<file path="src/rtl/gem_cluster_match_seq.sv">
// Buffers converted GEM clusters for one event window and, on request, scans them
// sequentially for the best ALCT/CLCT-window match (smallest |dxky|, lowest index on ties).
module gem_cluster_match_seq #(
    parameter int MXCLST   = 8,
    parameter int MXCLSTB  = 3,
    parameter int MXXKYB   = 10,
    parameter int WIREBITS = 7
) (
    input  logic                clock,
    input  logic                reset_n,
    input  logic                clst_vpf,
    input  logic [13:0]         clst_data,
    input  logic                clst_me1a,
    input  logic [WIREBITS-1:0] clst_wire_lo,
    input  logic [WIREBITS-1:0] clst_wire_hi,
    input  logic [MXXKYB-1:0]   clst_xky_lo,
    input  logic [MXXKYB-1:0]   clst_xky_hi,
    input  logic [MXXKYB-1:0]   clst_xky_mi,
    input  logic                flush,
    input  logic                req,
    input  logic [WIREBITS-1:0] req_alct_wg,
    input  logic [MXXKYB-1:0]   req_clct_xky,
    input  logic                req_clct_me1a,
    output logic                busy,
    output logic                done,
    output logic                match_found,
    output logic [MXCLSTB-1:0]  match_idx,
    output logic [13:0]         match_cluster,
    output logic [MXXKYB-1:0]   match_dxky,
    output logic [MXCLSTB:0]    clst_count,
    output logic                overflow
);

    typedef struct packed {
        logic [13:0]         data;
        logic                me1a;
        logic [WIREBITS-1:0] wlo;
        logic [WIREBITS-1:0] whi;
        logic [MXXKYB-1:0]   klo;
        logic [MXXKYB-1:0]   khi;
        logic [MXXKYB-1:0]   kmi;
    } entry_t;

    typedef enum logic [1:0] {S_IDLE, S_SCAN, S_DONE} state_t;

    localparam logic [MXCLSTB:0] DEPTH = (MXCLSTB+1)'(MXCLST);
    localparam logic [MXCLSTB:0] ONE   = (MXCLSTB+1)'(1);

    entry_t                r_buf [MXCLST];
    state_t                r_state;
    logic [MXCLSTB:0]      r_count;
    logic [MXCLSTB:0]      r_n;
    logic [MXCLSTB-1:0]    r_idx;
    logic                  r_ovf;
    logic [WIREBITS-1:0]   r_wg;
    logic [MXXKYB-1:0]     r_xky;
    logic                  r_me1a;
    logic                  r_bfound;
    logic [MXCLSTB-1:0]    r_bidx;
    logic [13:0]           r_bclst;
    logic [MXXKYB-1:0]     r_bdxky;
    logic                  r_done;
    logic                  r_found;
    logic [MXCLSTB-1:0]    r_midx;
    logic [13:0]           r_mclst;
    logic [MXXKYB-1:0]     r_mdxky;

    entry_t                w_ent;
    logic                  w_match;
    logic [MXXKYB:0]       w_diff;
    logic [MXXKYB:0]       w_mag;
    logic [MXXKYB-1:0]     w_dxky;
    logic                  w_take;
    logic                  w_last;
    logic                  w_wr;

    assign w_wr    = clst_vpf && !flush && (r_count < DEPTH);
    assign w_ent   = r_buf[r_idx];
    assign w_match = (w_ent.me1a == r_me1a) &&
                     (w_ent.wlo <= r_wg)  && (r_wg  <= w_ent.whi) &&
                     (w_ent.klo <= r_xky) && (r_xky <= w_ent.khi);
    // Difference taken one bit wider so the sign survives; magnitude keeps MXXKYB bits.
    assign w_diff  = {1'b0, r_xky} - {1'b0, w_ent.kmi};
    assign w_mag   = w_diff[MXXKYB] ? -w_diff : w_diff;
    assign w_dxky  = w_mag[MXXKYB-1:0];
    assign w_take  = w_match && (!r_bfound || (w_dxky < r_bdxky));
    assign w_last  = ({1'b0, r_idx} == (r_n - ONE));

    always_ff @(posedge clock) begin
        if (w_wr)
            r_buf[r_count[MXCLSTB-1:0]] <= '{clst_data, clst_me1a, clst_wire_lo, clst_wire_hi,
                                             clst_xky_lo, clst_xky_hi, clst_xky_mi};
    end

    always_ff @(posedge clock or negedge reset_n) begin
        if (!reset_n) begin
            r_count <= '0;
            r_ovf   <= 1'b0;
        end else if (flush) begin
            r_count <= '0;
            r_ovf   <= 1'b0;
        end else if (clst_vpf) begin
            if (r_count < DEPTH) r_count <= r_count + ONE;
            else                 r_ovf   <= 1'b1;
        end
    end

    always_ff @(posedge clock or negedge reset_n) begin
        if (!reset_n) begin
            r_state  <= S_IDLE;
            r_n      <= '0;
            r_idx    <= '0;
            r_wg     <= '0;
            r_xky    <= '0;
            r_me1a   <= 1'b0;
            r_bfound <= 1'b0;
            r_bidx   <= '0;
            r_bclst  <= '0;
            r_bdxky  <= '0;
            r_done   <= 1'b0;
            r_found  <= 1'b0;
            r_midx   <= '0;
            r_mclst  <= '0;
            r_mdxky  <= '0;
        end else if (flush) begin
            r_state  <= S_IDLE;
            r_idx    <= '0;
            r_bfound <= 1'b0;
            r_bidx   <= '0;
            r_bclst  <= '0;
            r_bdxky  <= '0;
            r_done   <= 1'b0;
            r_found  <= 1'b0;
            r_midx   <= '0;
            r_mclst  <= '0;
            r_mdxky  <= '0;
        end else begin
            case (r_state)
                S_IDLE: begin
                    r_done <= 1'b0;
                    if (req) begin
                        r_wg     <= req_alct_wg;
                        r_xky    <= req_clct_xky;
                        r_me1a   <= req_clct_me1a;
                        r_n      <= r_count;
                        r_idx    <= '0;
                        r_bfound <= 1'b0;
                        r_bidx   <= '0;
                        r_bclst  <= '0;
                        r_bdxky  <= '0;
                        if (r_count == '0) begin
                            r_state <= S_DONE;
                            r_done  <= 1'b1;
                            r_found <= 1'b0;
                            r_midx  <= '0;
                            r_mclst <= '0;
                            r_mdxky <= '0;
                        end else begin
                            r_state <= S_SCAN;
                        end
                    end
                end
                S_SCAN: begin
                    if (w_take) begin
                        r_bfound <= 1'b1;
                        r_bidx   <= r_idx;
                        r_bclst  <= w_ent.data;
                        r_bdxky  <= w_dxky;
                    end
                    r_idx <= r_idx + 1'b1;
                    // Publish straight from the last compare so results line up with done.
                    if (w_last) begin
                        r_state <= S_DONE;
                        r_done  <= 1'b1;
                        r_found <= w_take | r_bfound;
                        r_midx  <= w_take ? r_idx      : r_bidx;
                        r_mclst <= w_take ? w_ent.data : r_bclst;
                        r_mdxky <= w_take ? w_dxky     : r_bdxky;
                    end
                end
                S_DONE: begin
                    r_done  <= 1'b0;
                    r_state <= S_IDLE;
                end
                default: begin
                    r_done  <= 1'b0;
                    r_state <= S_IDLE;
                end
            endcase
        end
    end

    assign busy          = (r_state != S_IDLE);
    assign done          = r_done;
    assign match_found   = r_found;
    assign match_idx     = r_midx;
    assign match_cluster = r_mclst;
    assign match_dxky    = r_mdxky;
    assign clst_count    = r_count;
    assign overflow      = r_ovf;

endmodule

</file>
<file path="config.mk">
export PLATFORM = sky130hd
export DESIGN_NAME = gem_cluster_match_seq
export DESIGN_NICKNAME = d
export VERILOG_FILES = /design/src/rtl/gem_cluster_match_seq.sv
export SDC_FILE = /design/constraint.sdc
export NUM_CORES = 1
export LEC_CHECK = 0
export BUFFER_PORTS_ARGS = -buffer_cell sky130_fd_sc_hd__clkbuf_2
export CORE_UTILIZATION = 60
export CTS_CLUSTER_DIAMETER = 100
export DETAILED_ROUTE_END_ITERATION = 10
export PLACE_DENSITY = 0.78
export SLEW_MARGIN = 0
export SYNTH_ARGS = -nofsm -noshare
export SYNTH_HDL_FRONTEND = slang
export SYNTH_SLANG_ARGS = --single-unit
</file>
<file path="constraint.sdc">
create_clock -name clock -period 7.7 [get_ports clock]
set_input_delay 0.385 -clock clock [delete_from_list [all_inputs] [get_ports clock]]
set_output_delay 0.385 -clock clock [all_outputs]
set_load 0.02 [all_outputs]
</file>
Word level (Yosys, flattened, before mapping) --
Memories as Yosys holds them, arrays and structs flattened. Cells that the tools add are included. Widths: inputs -> output; s select.
Storage, ports and cells: flip-flop bits (word level) 89, RAM bits 472, input port bits 82, output and inout bits 35, logic and storage cells 119, memories kept 1
Memory list:
- r_buf | depth 8, bits a word 59, read ports 1, clocked after Yosys merged registers in 0, wr ports 1, RTL line 49 | entry_t r_buf [MXCLST];
Cells by class: $add $sub $neg 5, magnitude comparators 6, eq/ne operators 8, mux-type cells 57, bitwise logic cells 2, reduce and logical (&&, ||, !) cells 23
Operators by type and width (count):
- $mux 14 | 7
- $mux 10 | 8
- $pmux 14 s2 | 2
- $pmux 10 s2 | 2
- $mux 3 | 8
- $le 10x10->1 | 2
- $pmux 3 s2 | 3
- $mux 1 | 16
- $le 7x7->1 | 2
- $mux 4 | 3
- $ne 3x3->1 const B | 4
- $sub 10x10->11 | 1
- $lt 10x10->1 | 1
- $neg 10->10 | 1
- $mux 2 | 4
- $reduce_and 2->1 | 4
- $logic_and 1x1->1 | 7
- $pmux 1 s2 | 3
- $reduce_and 3->1 | 2
- $reduce_bool 2->1 | 3
- $add 4x1->4 const B | 1
- $eq 3x4->1 | 1
- $logic_not 4->1 | 1
- $lt 4x4->1 const B | 1
- 13 further kinds | 14

Depth between registers and ports, before layout --
Gate-level depths: netlist (run 1). An unclocked memory read counts as a cell.
word-level depth 11, depth in mapped cells 26, mapped depth without buffers 19

Worst setup path before layout (run 1) --
OpenSTA, ideal clock, no wires.
kind register to register, start reg r_idx[0], end reg r_bidx[2], library setup time 67 ps, arrival 5704 ps, path slack 1929 ps, stages on the path, launching flop included 26, clock period less this slack 5771 ps, path through dfrtp_1 > buf_2 > buf_2 > clkbuf_1 > buf_2 > mux4_2 > mux2_2 > ha_1 > inv_1 > fa_1 > a211oi_1 > nor2_1 > o31ai_1 > a21oi_1 > mux2_2 > ha_1 > a21boi_0 > o21a_1 > o21a_1 > o211ai_1 > a211oi_1 > and3b_1 > buf_4 > a221oi_4 > buf_4 > a22o_1
Between the ends: word-level cells in the longest chain between the ends 10, elaborated cells on any way between the ends 19, classes of those cells add/sub (2); order compare (5); eq/ne (1); mux (4); reduce/logical (6); memory (1)
RTL lines:
- start: declaration | RTL line 53 | logic [MXCLSTB-1:0] r_idx;
- start signal: assignment | RTL line 170 | r_idx <= r_idx + 1'b1;
- $mem_v2 8x59 (*)
- $sub 10x10->11 (tied with other cells) | RTL line 83 | assign w_diff = {1'b0, r_xky} - {1'b0, w_ent.kmi};
- $neg 10->10 / $logic_and 1x1->1 (equally long branches) | RTL line 84, 79
- $mux 10 / $logic_and 1x1->1 (equally long branches) | RTL line 84, 80
- $lt 10x10->1 / $logic_and 1x1->1 (equally long branches) | RTL line 86, 80
- $logic_or 1x1->1 / $logic_and 1x1->1 (equally long branches) | RTL line 86, 81
- $logic_and 1x1->1 (*) | RTL line 86 | assign w_take = w_match && (!r_bfound || (w_dxky < r_bdxky));
- $mux 3 (*)
- $pmux 3 s2 (*)
- $mux 3 (*)
- end signal: assignment | RTL line 166 | r_bidx <= r_idx;
- end: declaration | RTL line 59 | logic [MXCLSTB-1:0] r_bidx;
Every way passes the cells marked *; elsewhere a longest branch is shown, timed or not. A chain may end at the register's enable or synchronous reset.

Worst setup path after layout (run 1) --
start reg r_idx[0], end reg r_bclst[0]
Between the ends: word-level cells in the longest chain between the ends 10, elaborated cells on any way between the ends 19, classes of those cells add/sub (2); order compare (5); eq/ne (1); mux (4); reduce/logical (6); memory (1)
RTL lines:
- $mem_v2 8x59 (*)
- $sub 10x10->11 (tied with other cells) | RTL line 83
- $neg 10->10 / $logic_and 1x1->1 (equally long branches) | RTL line 84, 79
- $mux 10 / $logic_and 1x1->1 (equally long branches) | RTL line 84, 80
- $lt 10x10->1 / $logic_and 1x1->1 (equally long branches) | RTL line 86, 80
- $logic_or 1x1->1 / $logic_and 1x1->1 (equally long branches) | RTL line 86, 81
- $logic_and 1x1->1 | RTL line 86
- $mux 14 (*) | RTL line 164 | if (w_take) begin
- $pmux 14 s2 (*) | RTL line 138 | case (r_state)
- $mux 14 (*) | RTL line 125 | end else if (flush) begin
- end signal: assignment | RTL line 167 | r_bclst <= w_ent.data;
- end: declaration | RTL line 60 | logic [13:0] r_bclst;
Marked as above.

==> flow_summary.yaml, run 1 <==
timing:
  final_hold_viol_count: 0
  maxSlewViolCount: 0
  worst_pin_slew_ns: 1.24
  relSlewSlack: 0.172
  finalCriticalPeriod_ns: 6.18
  fin_tns_setup_ns: 0
  fmax_mhz: 162
  fin_skew_ns: 0.0170
  setup-violations-final: 0
  finalCritPeriodShare: 0.803
  rsz0062_at_grt: "false"
worst_setup_path:
  cp.buffers_inverters: 2
  cp_slowest_stage_delay_ns: 0.84
  cp_cell_sequence: "mux4_2 -> mux2i_1 -> ha_1 -> a211oi_1 -> nor2_1 -> o31ai_1 -> a21oi_1 -> buf_4 -> mux2_2 -> ha_1 -> a21boi_0 -> o21a_1 -> o21a_1 -> o211ai_1 -> a211oi_1 -> and3b_2 -> and2_1 -> buf_4 -> a22o_1"
  critPathCaptureType: "register"
  cp.arrival_ns: 6.71
  crit_type: "register to register"
  startpoint_type: "register"
  crit_family: "compound AO/OA/AOI/OAI gates"
  required_ns: 8.23
  crit_fanout: 33
  slowest_stage: "and3b_2"
final_layout:
  final_common_cell: "edfxtp_1"
  nets: 1538
  drive_above_1_share: 0.267
  num-fill-cells: 2391
  ff_latch_area_mm2: 0.0164
  area_growth_pct: 13.0
  multi_input_area_mm2: 0.00631
  final_cell_area_mm2: 0.0261
  fin_cells: 1956
  final_cell_mix: "edfxtp_1 (472), mux4_2 (118), clkbuf_2 (115)"
die:
  rows: 71
  dieArea_mm2: 0.0393
  core-area_mm2: 0.0378
  initial_core_util: 0.611
  ioPinCount: 117
  die_h_um: 198
  die_width_um: 198
synthesis:
  yosys-top-cells-area: "edfxtp_1 (61%), mux4_2 (12%), dfrtp_1 (9.6%)"
  synth_seq_area_share: 0.710
  synth_area_leader_cell: "edfxtp_1"
  ys.warnings.count: 0
  synth_seq_cells: 561
  syn-cell-area_mm2: 0.0231
  syn_nets: 1391
  syn_inst: 1250
  synth_top_flop_cell: "edfxtp_1"
  synth_edf_count: 472
  yosys.cell_types.count: 55
  synth.avg_cell_area_um2: 18.5
  synth_top_area_share: 0.614
  synthArstFlopShare: 0.159
clock_network:
  cts_resized: 0
  post_cts_buffers: 0
  clk_pin_slew_worst_paths_ns: 0.06
  clock_sinks: 561
  cts_tree: "built"
  cts-root-buf: "clkbuf_16"
  clock_path_buffers: 3
  insertion_delay_ns: 0.60
  h-tree-depth: 2
  numCtsBuffers: 55
placed_design:
  place_inst: 1842
  port_buffers: 116
  dp_hpwl_mm: 29.7
  place_congestion: 0.906
  placed_cell_area_mm2: 0.0243
grt:
  grt_pass1_vias: 12300
  use_met1: 0.375
  grt_util_all_layers: 0.263
  busiest_layer: "met2"
  use_met3: 0.0520
  gr-total-overflow: 0
  antenna_found_initial: 3
  grt_pass1_wl_mm: 74.5
  grt_max_degree: 64
  use_met2: 0.413
detailed_routing:
  viasPerCell: 6.13
  first_iter_violations: 1066
  wl_mm: 49.0
  ant_nets: 0
  post-route-drc-count: 0
  wire_per_inst_um: 25.0
  dr_total_vias: 12000
  firstDrtPassIters: 6
flow_run:
  drv_cap: 0
power_and_ir_drop:
  p_leak_nw: 8.95
  power_w: 0.00715
  power.density_mw_per_mm2: 274
  ir_drop_uv: 280
run_status:
  status: "finished clean"
worst_hold_path:
  hp-class: "input port to register"
==> power breakdown <==
| part | total (W) | switching [W] | internal, W |
|---|---|---|---|
| Sequential | 0.00345 | 0.0000772 | 0.00337 |
| Clock | 0.00254 | 0.00109 | 0.00145 |
| Combinational | 0.00116 | 0.000672 | 0.000487 |
==> final timing paths <==
| kind | cells after the start | slack [ns] | endpoint | from |
|---|---|---|---|---|
| worst max-delay path | 19 | 1.52 | r_bclst[0] | r_idx[0] |
| worst min-delay path | 3 | 0.04 | r_xky[3] | req_clct_xky[3] |
| worst max register to register | 19 | 1.52 | r_bclst[0] | r_idx[0] |
| worst min register to register | 2 | 0.48 | match_found | match_found |
| max in group asynchronous | 3 | 6.25 | r_idx[0] | reset_n |
| min in group asynchronous | 2 | 0.29 | match_cluster[0] | reset_n |
==> layout make-up <==
| class | instances | share of cell area |
|---|---|---|
| inverter | 40 | 0.00576 |
| tap | 511 | 0.0245 |
| sequential | 561 | 0.629 |
| timing repair buffer | 147 | 0.0321 |
| multi-input combinational | 592 | 0.242 |
| clock buffer | 83 | 0.0607 |
| clock inverter | 21 | 0.00542 |
| antenna | 1 | 0.0000960 |
==> registers in the layout, indices dropped and copies added (netlist names) <==
| name | cells |
|---|---|
| clst_count | 4 |
| done | 1 |
| match_cluster | 14 |
| match_dxky | 10 |
| match_found | 1 |
| match_idx | 3 |
| overflow | 1 |
| r_bclst | 14 |
| r_bdxky | 10 |
| r_bfound | 1 |
| r_bidx | 3 |
| r_buf | 472 |
| r_idx | 3 |
| r_me1a | 1 |
| r_n | 4 |
| r_state | 2 |
| r_wg | 7 |
| r_xky | 10 |
==> stage by stage <==
step	hold WS, ns	setup WS [ns]	utilization
floorplan	0.0894	1.93	-
global placement	0.351	1.64	0.643
detailed placement	0.361	1.53	0.643
CTS	0.00979	1.42	0.691
global route	0.00704	1.03	0.691
finish	0.0361	1.52	0.691
==> worst min-delay path: stages <==
cell,delay (ns)
clkbuf_2,0.08
nand2_1,0.05
o21ai_0,0.07
==> what timing repair did <==
action                                 CTS  global route
hold buffers                             9             0
setup endpoints to repair                0             0
endpoints found under the hold margin   43             0
==> Yosys cell counts (2+ instances only) <==
master and n:
dfrtp_1 89, nor3_1 10, nor2b_1 13, o211ai_1 5, nor2_1 40, nand3b_1 2, mux4_2 118, nand3_1 9
a21oi_1 22, o21ai_0 54, nand2b_1 5, a22o_1 27, buf_1 4, buf_6 5, o41ai_1 2, and2_1 2
edfxtp_1 472, o31ai_1 7, a21o_1 8, mux2_2 37, buf_4 4, nand4_1 8, clkbuf_1 30, xor2_1 7
mux2i_1 51, xnor2_1 12, a22oi_1 4, o2111a_1 2, buf_2 14, inv_1 40, a31oi_1 4, nand2_1 54
ha_1 58, o21a_1 4, a211oi_1 7
==> per-layer routing <==
| layer | routed length, um | up-vias | share of wire |
|---|---|---|---|
| met2 | 23800 | 414 | 0.49 |
| met5 | 23 | - | 0.00047 |
| met3 | 3170 | 76 | 0.065 |
| met4 | 1270 | 4 | 0.026 |
| li1 | - | 5289 | - |
| met1 | 20800 | 6216 | 0.42 |
==> cells by family after synthesis <==
| logic type | count (synthesis) | synth area share |
|---|---|---|
| buffers and inverters | 97 | 0.0188 |
| muxes | 206 | 0.155 |
| adders and majority gates | 59 | 0.0323 |
| AOI/OAI and AO/OA | 157 | 0.0456 |
| DFF | 561 | 0.710 |
| and+or+nand+nor | 151 | 0.0303 |
| xor gates and xnor gates | 19 | 0.00721 |
(Power assumes the default switching activity.)
==> inputs of run 2 (changes only) <==
--- a/config.mk
+++ b/config.mk
@@ -6,10 +6,10 @@
 export NUM_CORES = 1
 export LEC_CHECK = 0
 export BUFFER_PORTS_ARGS = -buffer_cell sky130_fd_sc_hd__clkbuf_2
-export CORE_UTILIZATION = 60
+export CORE_UTILIZATION = 55
 export CTS_CLUSTER_DIAMETER = 100
 export DETAILED_ROUTE_END_ITERATION = 10
-export PLACE_DENSITY = 0.78
+export PLACE_DENSITY = 0.76
 export SLEW_MARGIN = 0
 export SYNTH_ARGS = -nofsm -noshare
 export SYNTH_HDL_FRONTEND = slang
==> constraint.sdc (replaced) <==
create_clock -name clock -period 5.15 [get_ports clock]
set_input_delay 0.2575 -clock clock [delete_from_list [all_inputs] [get_ports clock]]
set_output_delay 0.2575 -clock clock [all_outputs]
set_load 0.02 [all_outputs]
==> flow_summary.yaml, run 2 (synthesized netlist as in run 1, its figures left out) <==
final_layout:
  ff_latch_area_mm2: 0.0164
  num-fill-cells: 2698
  final_cell_mix: "edfxtp_1 (472), mux4_2 (118), clkbuf_2 (115)"
  largest_reg_flops: 472
  area_growth_pct: 19.5
  drive_above_1_share: 0.289
  fin_cells: 2103
  nets: 1660
  final_common_cell: "edfxtp_1"
  final_cell_area_mm2: 0.0276
  multi_input_area_mm2: 0.00638
placed_design:
  port_buffers: 116
  place_inst: 1906
  placed_cell_area_mm2: 0.0247
  place_congestion: 0.851
  dp_hpwl_mm: 30.4
detailed_routing:
  viasPerCell: 5.95
  ant_nets: 0
  wire_per_inst_um: 23.9
  firstDrtPassIters: 10
  first_iter_violations: 937
  dr_total_vias: 12500
  wl_mm: 50.3
  post-route-drc-count: 16
grt:
  grt_pass1_wl_mm: 76.5
  grt_pass1_vias: 12800
  grt_max_degree: 60
  gr-total-overflow: 0
  antenna_found_initial: 6
  grt_util_all_layers: 0.244
die:
  dieArea_mm2: 0.0428
  die_width_um: 207
  die_h_um: 207
  initial_core_util: 0.562
  core-area_mm2: 0.0411
  ioPinCount: 117
  rows: 74
power_and_ir_drop:
  p_leak_nw: 9.63
  power.density_mw_per_mm2: 412
  ir_drop_uv: 284
run_status:
  violations: "design-rule violations"
  status: "complete, but fails checks"
clock_network:
  insertion_delay_ns: 0.63
  clock_path_buffers: 3
  clk_pin_slew_worst_paths_ns: 0.06
  h-tree-depth: 2
  clock_sinks: 561
  cts_tree: "built"
  numCtsBuffers: 56
  cts-root-buf: "clkbuf_16"
timing:
  final_hold_viol_count: 0
  fmax_mhz: 204
  worst_pin_slew_ns: 1.20
  maxSlewViolCount: 0
  finalCriticalPeriod_ns: 4.90
  finalCritPeriodShare: 0.952
  setup-violations-final: 0
  fin_skew_ns: 0.0287
  relSlewSlack: 0.197
worst_setup_path:
  crit_type: "register to register"
  critPathCaptureType: "register"
  required_ns: 5.69
  crit_fanout: 19
  startpoint_type: "register"
  cp.arrival_ns: 5.44
flow_run:
  drv_cap: 0
worst_hold_path:
  hp-class: "input port to register"
==> run 2: cell types whose count changed in the layout (fill, tap and decap cells not counted), sizes merged, moves of 3 or more <==
cell	delta
bufinv	+6
diode	+3
clkbuf	-5
buf	+48
clkinv	+4
dlygate4sd3	+70
==> run 2: path summary, 6_finish.rpt <==
path / startpoint / endpoint / slack (ns) / depth (start not counted)
setup / recovery: r_idx[0] / r_bclst[6] / 0.25 / 16
max in group asynchronous: reset_n / r_idx[1] / 3.88 / 3
hold reg to reg: match_cluster[10] / match_cluster[10] / 0.48 / 2
hold / removal: req / r_state[0] / 0.08 / 3
setup reg to reg: r_idx[0] / r_bclst[6] / 0.25 / 16
min in group asynchronous: reset_n / match_cluster[2] / 0.18 / 2
==> run 2: cell type report <==
class,instances,share of cell area
well taps,532,0.0241
repair buffers,267,0.0750
clock buffers,76,0.0560
flip-flops and latches,561,0.595
diodes,4,0.000363
clock inverters,30,0.0130
multi-input cells,593,0.231
inverters,40,0.00544
==> run 2: timing repair <==
action,CTS,global route
gates resized for setup,5,3
endpoints found under the hold margin,533,0
pin swaps,1,3
setup buffers,0,6
hold buffers,79,0
setup endpoints to repair,27,41
cloned,1,1
==> run 2: per-layer routing <==
layer	up-vias	GRT usage	share of wire	routed length (um)
li1	5556	-	-	-
met1	6459	0.326	0.41	20700
met2	410	0.401	0.50	25100
met3	89	0.0556	0.064	3220
met4	6	0.0766	0.025	1250
met5	-	0	0.00064	32
==> run 2: metrics by stage <==
| step | hold WS [ns] | TNS (ns) | util | setup WS, ns | total power (W) |
|---|---|---|---|---|---|
| floorplan | -0.0381 | 0 | - | 0.0180 | 0.00647 |
| global route | 0.0868 | -1.57 | 0.671 | -0.0885 | 0.0118 |
| detailed placement | 0.279 | -4.52 | 0.601 | -0.178 | 0.00716 |
| CTS | 0.0427 | 0 | 0.668 | 0.0198 | 0.0114 |
| global placement | 0.273 | -2.81 | 0.601 | -0.106 | 0.00709 |
| finish | 0.0804 | 0 | 0.671 | 0.249 | 0.0114 |
==> run 2: worst max-delay path, cell delays in order (launching register included) <==
cell     delay, ns
dfrtp_4       0.43
buf_12        0.14
buf_12        0.16
buf_4         0.36
buf_4         0.40
mux4_2        0.57
mux2i_1       0.54
ha_1          0.37
a21oi_1       0.17
a21oi_1       0.09
a22oi_1       0.21
and4_1        0.32
and3b_2       0.28
buf_12        0.19
and2_1        0.16
buf_4         0.23
a22o_1        0.17
==> run 2: where the power goes <==
group | switching (W) | internal [W] | leakage [nW]
Combinational | 0.00108 | 0.00100 | 3.23
Sequential | 0.0000907 | 0.00505 | 5.47
Clock | 0.00168 | 0.00246 | 0.928
